**config.mk**
```make
export PLATFORM = sky130hd
export DESIGN_NAME = ram_16x8
export DESIGN_NICKNAME = d
export VERILOG_FILES = /design/src/rtl/ram_16x8.sv
export SDC_FILE = /design/constraint.sdc
export NUM_CORES = 1
export LEC_CHECK = 0
export ABC_AREA = 1
export ABC_CLOCK_PERIOD_IN_PS = 1160
export CORE_AREA = 4 4 150 152
export CTS_CLUSTER_SIZE = 25
export DETAILED_ROUTE_END_ITERATION = 10
export DIE_AREA = 0 0 154 156
export SLEW_MARGIN = 5
export SYNTH_ARGS = -nofsm -noshare
export SYNTH_HDL_FRONTEND = slang
export SYNTH_SLANG_ARGS = --single-unit
```
**constraint.sdc**
```tcl
create_clock -name clk -period 1.16 [get_ports clk]
set_clock_uncertainty 0.15 [all_clocks]
set_input_delay 0.116 -clock clk [delete_from_list [all_inputs] [get_ports clk]]
set_output_delay 0.116 -clock clk [all_outputs]
set_load 0.02 [all_outputs]
```
**src/rtl/ram_16x8.sv**
```systemverilog
// Single-port synchronous RAM in flip-flops so async reset can clear every word.
// Writes pass din straight to dout; reads return the addressed word one edge later.
module ram_16x8 #(
  parameter int unsigned DATA_WIDTH = 8,
  parameter int unsigned ADDR_WIDTH = 4
) (
  input  logic                  clk,
  input  logic                  rst_n,
  input  logic                  we,
  input  logic [ADDR_WIDTH-1:0] addr,
  input  logic [DATA_WIDTH-1:0] din,
  output logic [DATA_WIDTH-1:0] dout
);

  localparam int unsigned DEPTH = 2 ** ADDR_WIDTH;

  logic [DATA_WIDTH-1:0] mem [DEPTH];

  // Storage array: cleared on reset, only the addressed word changes on a write
  always_ff @(posedge clk or negedge rst_n) begin
    if (!rst_n) begin
      for (int unsigned i = 0; i < DEPTH; i++) begin
        mem[i] <= '0;
      end
    end else if (we) begin
      mem[addr] <= din;
    end
  end

  // Registered read port with write-through
  always_ff @(posedge clk or negedge rst_n) begin
    if (!rst_n) begin
      dout <= '0;
    end else if (we) begin
      dout <= din;
    end else begin
      dout <= mem[addr];
    end
  end

endmodule

```
Word level (Yosys, flattened, before mapping) --
Index checks and enable logic that the tools add are counted.
Word-level totals: register bits 136, output and inout bits 8, logic and storage cells 28
Cells by class: order comparisons 2, muxes and demuxes 7, bitwise gates (word level) 1, reduce and logical (&&, ||, !) cells 1
Operator list (count):
- $bwmux W128 | 1
- $bmux W8 S4 | 1
- $demux W8 S4 | 1
- $mux W8 | 4
- $ge A5 B5 Y1 const B | 1
- $lt A5 B1 Y1 const B | 1
- $not A4 Y5 | 1
- $logic_and A1 B1 Y1 | 1

Logic depth before layout (Yosys ltp) --
Gate-level depths: netlist (run 1).
depth after elaboration 6, depth in mapped cells 11

Worst setup path after synthesis (run 1) --
Ideal clock, no wire load.
path kind in2reg, from input addr[1], to register mem[21] (netlist bit), setup time 77 ps, arrival 1084 ps, setup slack -151 ps, cell stages on the path 9, buffers on the path 2, path through buf_2 -> inv_2 -> nand2_1 -> nor2_1 -> inv_2 -> nor2_4 -> buf_4 -> nor2_1 -> a21oi_1
On the way: longest elaborated chain between the ends 6
Ends and longest elaborated chain:
- start: declaration | line 10 | input logic [ADDR_WIDTH-1:0] addr,
- $not A4 Y5 (implied by the code) * | line 26 | mem[addr] <= din;
- $ge A5 B5 Y1 (implied by the code) / $lt A5 B1 Y1 (equally long branches) | line 26
- $logic_and A1 B1 Y1 (implied by the code) | line 26
- $mux W8 (implied by the code) | line 26
- $demux W8 S4 * | line 26
- $bwmux W128 * | line 26
- end signal: indexed assignment | line 26
- end: declaration | line 17 | logic [DATA_WIDTH-1:0] mem [DEPTH];
Every way passes the cells marked *; elsewhere a longest branch is shown, timed or not. A chain may end at the register's enable or synchronous reset.

Worst setup path in the final report (run 1) --
from register mem[11] (netlist bit), to register dout[3]
On the way: longest elaborated chain between the ends 4
Ends and longest elaborated chain:
- $bmux W8 S4 | line 37 | dout <= mem[addr];
- $mux W8 (implied by the code) (2 in a row) | line 37
- $mux W8 | line 34 | end else if (we) begin
- end signal: assignment | line 35 | dout <= din;
- end signal: assignment | line 37
- end: declaration | line 12 | output logic [DATA_WIDTH-1:0] dout
Every way passes these cells. The select of a mux whose other input is x is not followed.

==> metrics, run 1 <==
Placed Instances 1128; via count 5489; final worst slack -104 ps; largest net degree at the start of global routing 37; total power 0.0150 W; Ant. Diodes 0; Die ar. 0.0240 mm^2; minimum clock period 1260 ps; Mapped Cells 809; CP peak stage delay 390 ps; drt total wl 18200 um; area share of the largest cell type after synthesis 0.542; ratio of final minimum period to clock period 1.09; cell mode on critical path nand2_2; IO Pins 23; GR Util met2 0.240; Initial Util 0.299; first-pass GRT wire length 29700 um; required time worst endpoint 1320 ps; peak supply drop 0.905 mV; top cells by area, synth dfrtp_1 54%, nand2_1 20%, o21ai_0 6.1%; CTS H-Tree Depth 4; Routed Antenna Nets 0; initial antenna violation count 1; Ys Warns 0; critical path, cell by cell nand2_1 -> nand2_1 -> nand2_2 -> nand2_2 -> nand2_2 -> nand3_2 -> nor2_2 -> nor2_1; Critical Path AT 1420 ps; status finished, violations left; crit-path leading delay family simple AND/OR/NAND/NOR gates; Port Buf Inserts 22; area grow syn2layout 36.2%; DP Worst Slack -696 ps; most frequent cell after synthesis nand2_1; final hold vios 0; CP Capture Type register; async set-reset flop share out of synthesis 1.00; grt ovf 0; M1 GR Usage 0.225; met3 usage 0.0338; Worst-path clk slew 60 ps; crit start category register; fmax 791 MHz; Worst-Margin Slew 440 ps; synth unique cells 17; synthesized area 0.00628 mm^2; Initial DRT Pass Iterations 5; number of max-cap violations 0; most frequent cells after synthesis 340 x nand2_1, 136 x dfrtp_1, 77 x o21ai_0, 75 x nor2_1, 48 x a21oi_1; slew margin rel. 0.707; gp weighted congestion 0.826; DRC viols 0; register bit count reported by yosys 136; slowest CP cell dfrtp_1; GR Util All Layers 0.157; Clock Path Buffers 2; Clk Latency, worst-skew pair 430 ps; Avg Inst Size Synth 7.77 um^2; Main synth FF type dfrtp_1; setup violators final 16; Power Density 1760 mW/mm^2; vias per inst 4.67; final instance count without filler cells 1176; Die Height 156 um; Mapped Nets 824; worst-path fanout max 2; NumNets Final 903; initial DRC count 397; sequential-to-total area share from yosys stat 0.542; final slew viol count 0; busiest grt layer met2; root buffer cell clkbuf_16; Hold Path Class input pin to async pin; Final Util 0.407; Detailed Place HPWL 11700 um; row count 53; failing checks negative setup slack; share of layout cells above drive strength 1 0.245; width of the die 154 um; CTS sink cnt 136; TritonCTS clock tree built; Critical path buffers and inverters 0; Leakage 4.11 nW; setup repair after global routing missed its margin true; vias in the first global route 5408; EDFF count, synth 0; WS Path Type register to register; CTS Buf Count 17; Yosys top cell by area dfrtp_1; DR WL/cell 15.5 um; core area 0.0210 mm^2
[state kept, by name (all words and copies together) (netlist names)]
name / flops
dout: 8
mem: 128
[what timing repair did]
item	4_1_cts	5_1_grt
setup buffers	4	9
cloned	1	1
gates resized for setup	80	30
pin swaps	25	28
endpoints found under the setup margin	144	55
hold buffers	1	0
endpoints found under the hold margin	136	0
[path summary, 6_finish.rpt]
check | start | to | slack, ps | cells after the start
max | mem[11]$_DFFE_PN0P_ | dout[3]$_DFF_PN0_ | -100 | 8
min | rst_n | mem[27]$_DFFE_PN0P_ | 10 | 2
max reg2reg | mem[11]$_DFFE_PN0P_ | dout[3]$_DFF_PN0_ | -100 | 8
min reg2reg | mem[35]$_DFFE_PN0P_ | mem[35]$_DFFE_PN0P_ | 340 | 2
max in group asynchronous | rst_n | mem[81]$_DFFE_PN0P_ | 350 | 3
min in group clk | din[6] | dout[6]$_DFF_PN0_ | 160 | 3
[metrics by stage]
step	setup TNS [ps]	hold slack (ps)	area, um^2
2_1_floorplan	-2680	-330	6500
3_3_place_gp	-77940	-113	7610
3_5_place_dp	-79820	-111	7610
4_1_cts	-1170	13.8	8420
5_1_grt	-1870	18.7	8560
6_report	-872	13.9	8560
[metal layers]
| layer | share of wire | wire length (um) | up-vias |
|---|---|---|---|
| met2 | 0.46 | 8300 | 129 |
| li1 | - | - | 2739 |
| met4 | 0.014 | 246 | 2 |
| met5 | 0.00038 | 7 | - |
| met3 | 0.045 | 827 | 23 |
| met1 | 0.49 | 8840 | 2596 |
[area by class of cell]
cell class                      instances  area, um^2
Clock buffer                           22         484
Timing Repair Buffer                  110        1220
Inverter                               17        91.3
Timing Repair inverter                  1        8.76
Clock inverter                         10         141
Tap cell                              275         344
Fill cell                            2092       12500
Multi-Input combinational cell        605        2870
Sequential cell                       136        3400
[kinds of logic after synthesis]
logic type	after synthesis	synth area share
AOI/OAI and AO/OA	128	0.102
buffers and inverters	68	0.0492
and+or+nand+nor	477	0.307
DFF	136	0.542
[worst reg2reg max path: cells and delay by family (launching register included)]
kind,cells,cell delay [ps]
and+or+nand+nor,8,600
DFF,1,390
[power breakdown]
group | total, W | internal, W | leakage [nW] | switching, W
Combinational | 0.00306 | 0.00143 | 2.15 | 0.00163
Clock | 0.00567 | 0.00361 | 0.303 | 0.00206
Sequential | 0.00630 | 0.00575 | 1.66 | 0.000553
Total | 0.0150 | 0.0108 | 4.11 | 0.00424
[cell usage in the layout, fill, tap and decap left out]
| cell type | n |
|---|---|
| nand2_1 | 313 |
| dfrtp_1 | 136 |
| o21ai_0 | 71 |
| nor2_1 | 63 |
| buf_4 | 61 |
| nand3_1 | 37 |
| a21oi_2 | 28 |
| buf_12 | 25 |
| nand2_2 | 24 |
| a21oi_1 | 20 |
| clkbuf_16 | 17 |
| nor2_4 | 11 |
| inv_1 | 10 |
| buf_6 | 10 |
| nand4_1 | 9 |
| o21ai_1 | 9 |
| clkdlybuf4s50_1 | 8 |
| nor2_2 | 7 |
| nand3_2 | 7 |
| clkinv_2 | 4 |
| clkbuf_8 | 4 |
| inv_2 | 3 |
| nor3_4 | 3 |
| nand2_4 | 3 |
| bufinv_16 | 3 |
| clkinvlp_4 | 2 |
| clkinv_4 | 2 |
| inv_6 | 2 |
| dlygate4sd2_1 | 2 |
| inv_12 | 1 |
| clkinv_8 | 1 |
| clkbuf_1 | 1 |
| buf_16 | 1 |
| dlygate4sd3_1 | 1 |
| buf_2 | 1 |
| clkbuf_2 | 1 |
No activity file was read; power rests on OpenSTA's default activity.
==> run 2: changes to the inputs <==
CORE_AREA = 2 2 148 150   (was 4 4 150 152)
DIE_AREA = 0 0 150 152   (was 0 0 154 156)
PLACE_DENSITY = 0.45   (was default)
==> run 2 against run 1 <==
The run ends with negative hold slack, negative setup slack left. Clock power is 11% lower. First-iteration DRC count is 1.5% higher. Sequential power hardly changed. Cell area is 0.41% lower. Fmax is 1.3% higher. Hold slack worse by 54 ps. Total power is 4.9% lower. Routed wire length is 3.7% higher. Combinational power is 3% lower. Critical endpoint is now dout[7]$_DFF_PN0_.
==> metrics, run 2 (synthesis results as in run 1) <==
Worst-Margin Slew 275 ps (-166 ps); Placed Instances 1135 (+0.62%); setup violators final 16 (unchanged); setup repair after global routing missed its margin true; row count 54 (+1.9%); Ant. Diodes 0 (unchanged); vias in the first global route 5274 (-2.5%); Switching Share 0.291 (+0.00889); initial DRC count 403 (+1.5%); IO Pins 23 (unchanged); slew margin rel. 0.816 (+0.110); top flop regs mem (128), dout (8); Port Buf Inserts 22 (unchanged); gp weighted congestion 0.768 (-7.0%); Die Height 152 um (-2.6%); status finished, violations left; Power Internal 0.0101 W (-6.1%); DRC viols 0 (unchanged); Leakage 4.08 nW (-0.93%); Final Util 0.399 (-0.00792); Worst-path clk slew 60 ps (about the same); failing checks negative hold slack, negative setup slack; minimum clock period 1250 ps (-16.3 ps); NumNets Final 902 (-0.11%); CTS sink cnt 136 (unchanged); first-pass GRT wire length 30400 um (+2.2%); DR WL/cell 16.0 um (+3.4%); number of max-cap violations 0 (unchanged); drt total wl 18900 um (+3.7%); Biggest register mem; final slew viol count 0 (unchanged); grt ovf 0 (unchanged); vias per inst 4.53 (-2.9%); Post-CTS Hold Buffers 1 (unchanged); clock network fraction of total power 0.354 (-0.023); share of layout cells above drive strength 1 0.256 (+0.0106); peak supply drop 0.731 mV (-19%); width of the die 150 um (-2.6%); area grow syn2layout 35.6%; initial antenna violation count 0 (-1); Hold Path Class input pin to async pin; Detailed Place HPWL 12400 um (+6.7%); crit start category register; minimum hold slack -39.8 ps (-53.7 ps); Initial Util 0.294 (-0.00461); slowest CP cell dfrtp_1; Critical Path AT 1410 ps (about the same); root buffer cell clkbuf_16; Die ar. 0.0228 mm^2 (-5.1%); Clk Latency, worst-skew pair 420 ps (about the same); largest net degree at the start of global routing 37 (unchanged); CTS H-Tree Depth 4 (unchanged); final hold vios 16 (+16); Initial DRT Pass Iterations 5 (unchanged); CP Capture Type register; most frequent cells in the layout 295 x nand2_1, 136 x dfrtp_1, 77 x o21ai_0, 67 x nor2_1, 58 x buf_4; GR Util All Layers 0.175 (+0.0180); WS Path Type register to register; critical path, cell by cell nand3_1 -> nand4_1 -> nand2_1 -> nand2_2 -> nor2_4 -> nor2_1; core area 0.0214 mm^2 (+1.6%); Combinational Power Share 0.207 (+0.003); Routed Antenna Nets 0 (unchanged); final worst slack -87.2 ps (+16.3 ps); worst-path fanout max 2 (unchanged); CTS Buf Count 17 (unchanged); max FFs per register 128 (unchanged); fmax 802 MHz (+1.3%); required time worst endpoint 1320 ps (about the same); final instance count without filler cells 1179 (+0.26%); via count 5343 (-2.7%); ratio of final minimum period to clock period 1.08 (-0.0140); CP peak stage delay 380 ps (about the same); TritonCTS clock tree built; Clock Path Buffers 2 (unchanged); most common library cell in the layout ignoring fill and taps nand2_1; Power Density 1680 mW/mm^2 (-4.5%); Psw 0.00416 W (-1.9%); Seq pwr share 0.439 (+0.020)
run 2: changes by cell type in the layout (fill, tap and decap cells not counted), sizes merged:
cell    previous run  this run
bufinv             3         1
buf               98        99
clkinv             7         6
run 2: critical path, delay by kind of cell, from the launching register on:
kind	cells	cell delay (ps)
flops	1	380
simple gates	6	600
run 2: layout make-up:
cell class | instances | area (um^2)
fill | 2253 | 12800
multi-input combinational | 605 | 2870
tap | 280 | 350
clock inverter | 8 | 73.8
sequential | 136 | 3400
clock buffer | 23 | 468
inverter | 17 | 87.6
timing repair buffer | 110 | 1270
run 2: final timing paths:
check	from	end	slack [ps]	cells past startpoint
setup reg to reg	mem[39]$_DFFE_PN0P_	dout[7]$_DFF_PN0_	-90	6
max in group asynchronous	rst_n	mem[2]$_DFFE_PN0P_	410	3
setup / recovery	mem[39]$_DFFE_PN0P_	dout[7]$_DFF_PN0_	-90	6
hold / removal	rst_n	mem[90]$_DFFE_PN0P_	-40	2
hold reg to reg	mem[116]$_DFFE_PN0P_	mem[116]$_DFFE_PN0P_	330	2
min in group clk	din[7]	dout[7]$_DFF_PN0_	160	3
run 2: stage by stage:
step                      instance area (um^2)  worst slack (ps)  total power (W)  TNS (ps)  hold WS [ps]
after floorplan                           6500             -70.0          0.00794     -2680          -330
after global placement                    7640              -624          0.00906    -76950          -157
after detailed placement                  7640              -655          0.00911    -78210          -162
after CTS                                 8350              -110           0.0143     -1080         -49.7
after global routing                      8520              -159           0.0152     -1720         -34.2
final                                     8520             -87.2           0.0143      -750         -39.8
run 2: power groups by stage:
stage | clock [W] | sequential, W | combinational, W
final | 0.00506 | 0.00628 | 0.00296
after global routing | 0.00539 | 0.00641 | 0.00338
after CTS | 0.00518 | 0.00628 | 0.00284
after detailed placement | 0 | 0.00635 | 0.00276
after global placement | 0 | 0.00635 | 0.00271
after floorplan | 0 | 0.00626 | 0.00169
run 2: repair_timing:
item | CTS | global route
setup buffers | 2 | 8
endpoints found under the hold margin | 136 | 16
gates resized for setup | 75 | 41
endpoints found under the setup margin | 144 | 38
cloned | 2 | 0
pin swaps | 24 | 27
run 2: metal layers:
metal / vias up / track usage / part of all wire
li1: 2738 / - / -
met1: 2508 / 0.248 / 0.50
met3: 14 / 0.0408 / 0.038
met5: - / 0 / 0
met2: 83 / 0.270 / 0.45
met4: 0 / 0.0445 / 0.010
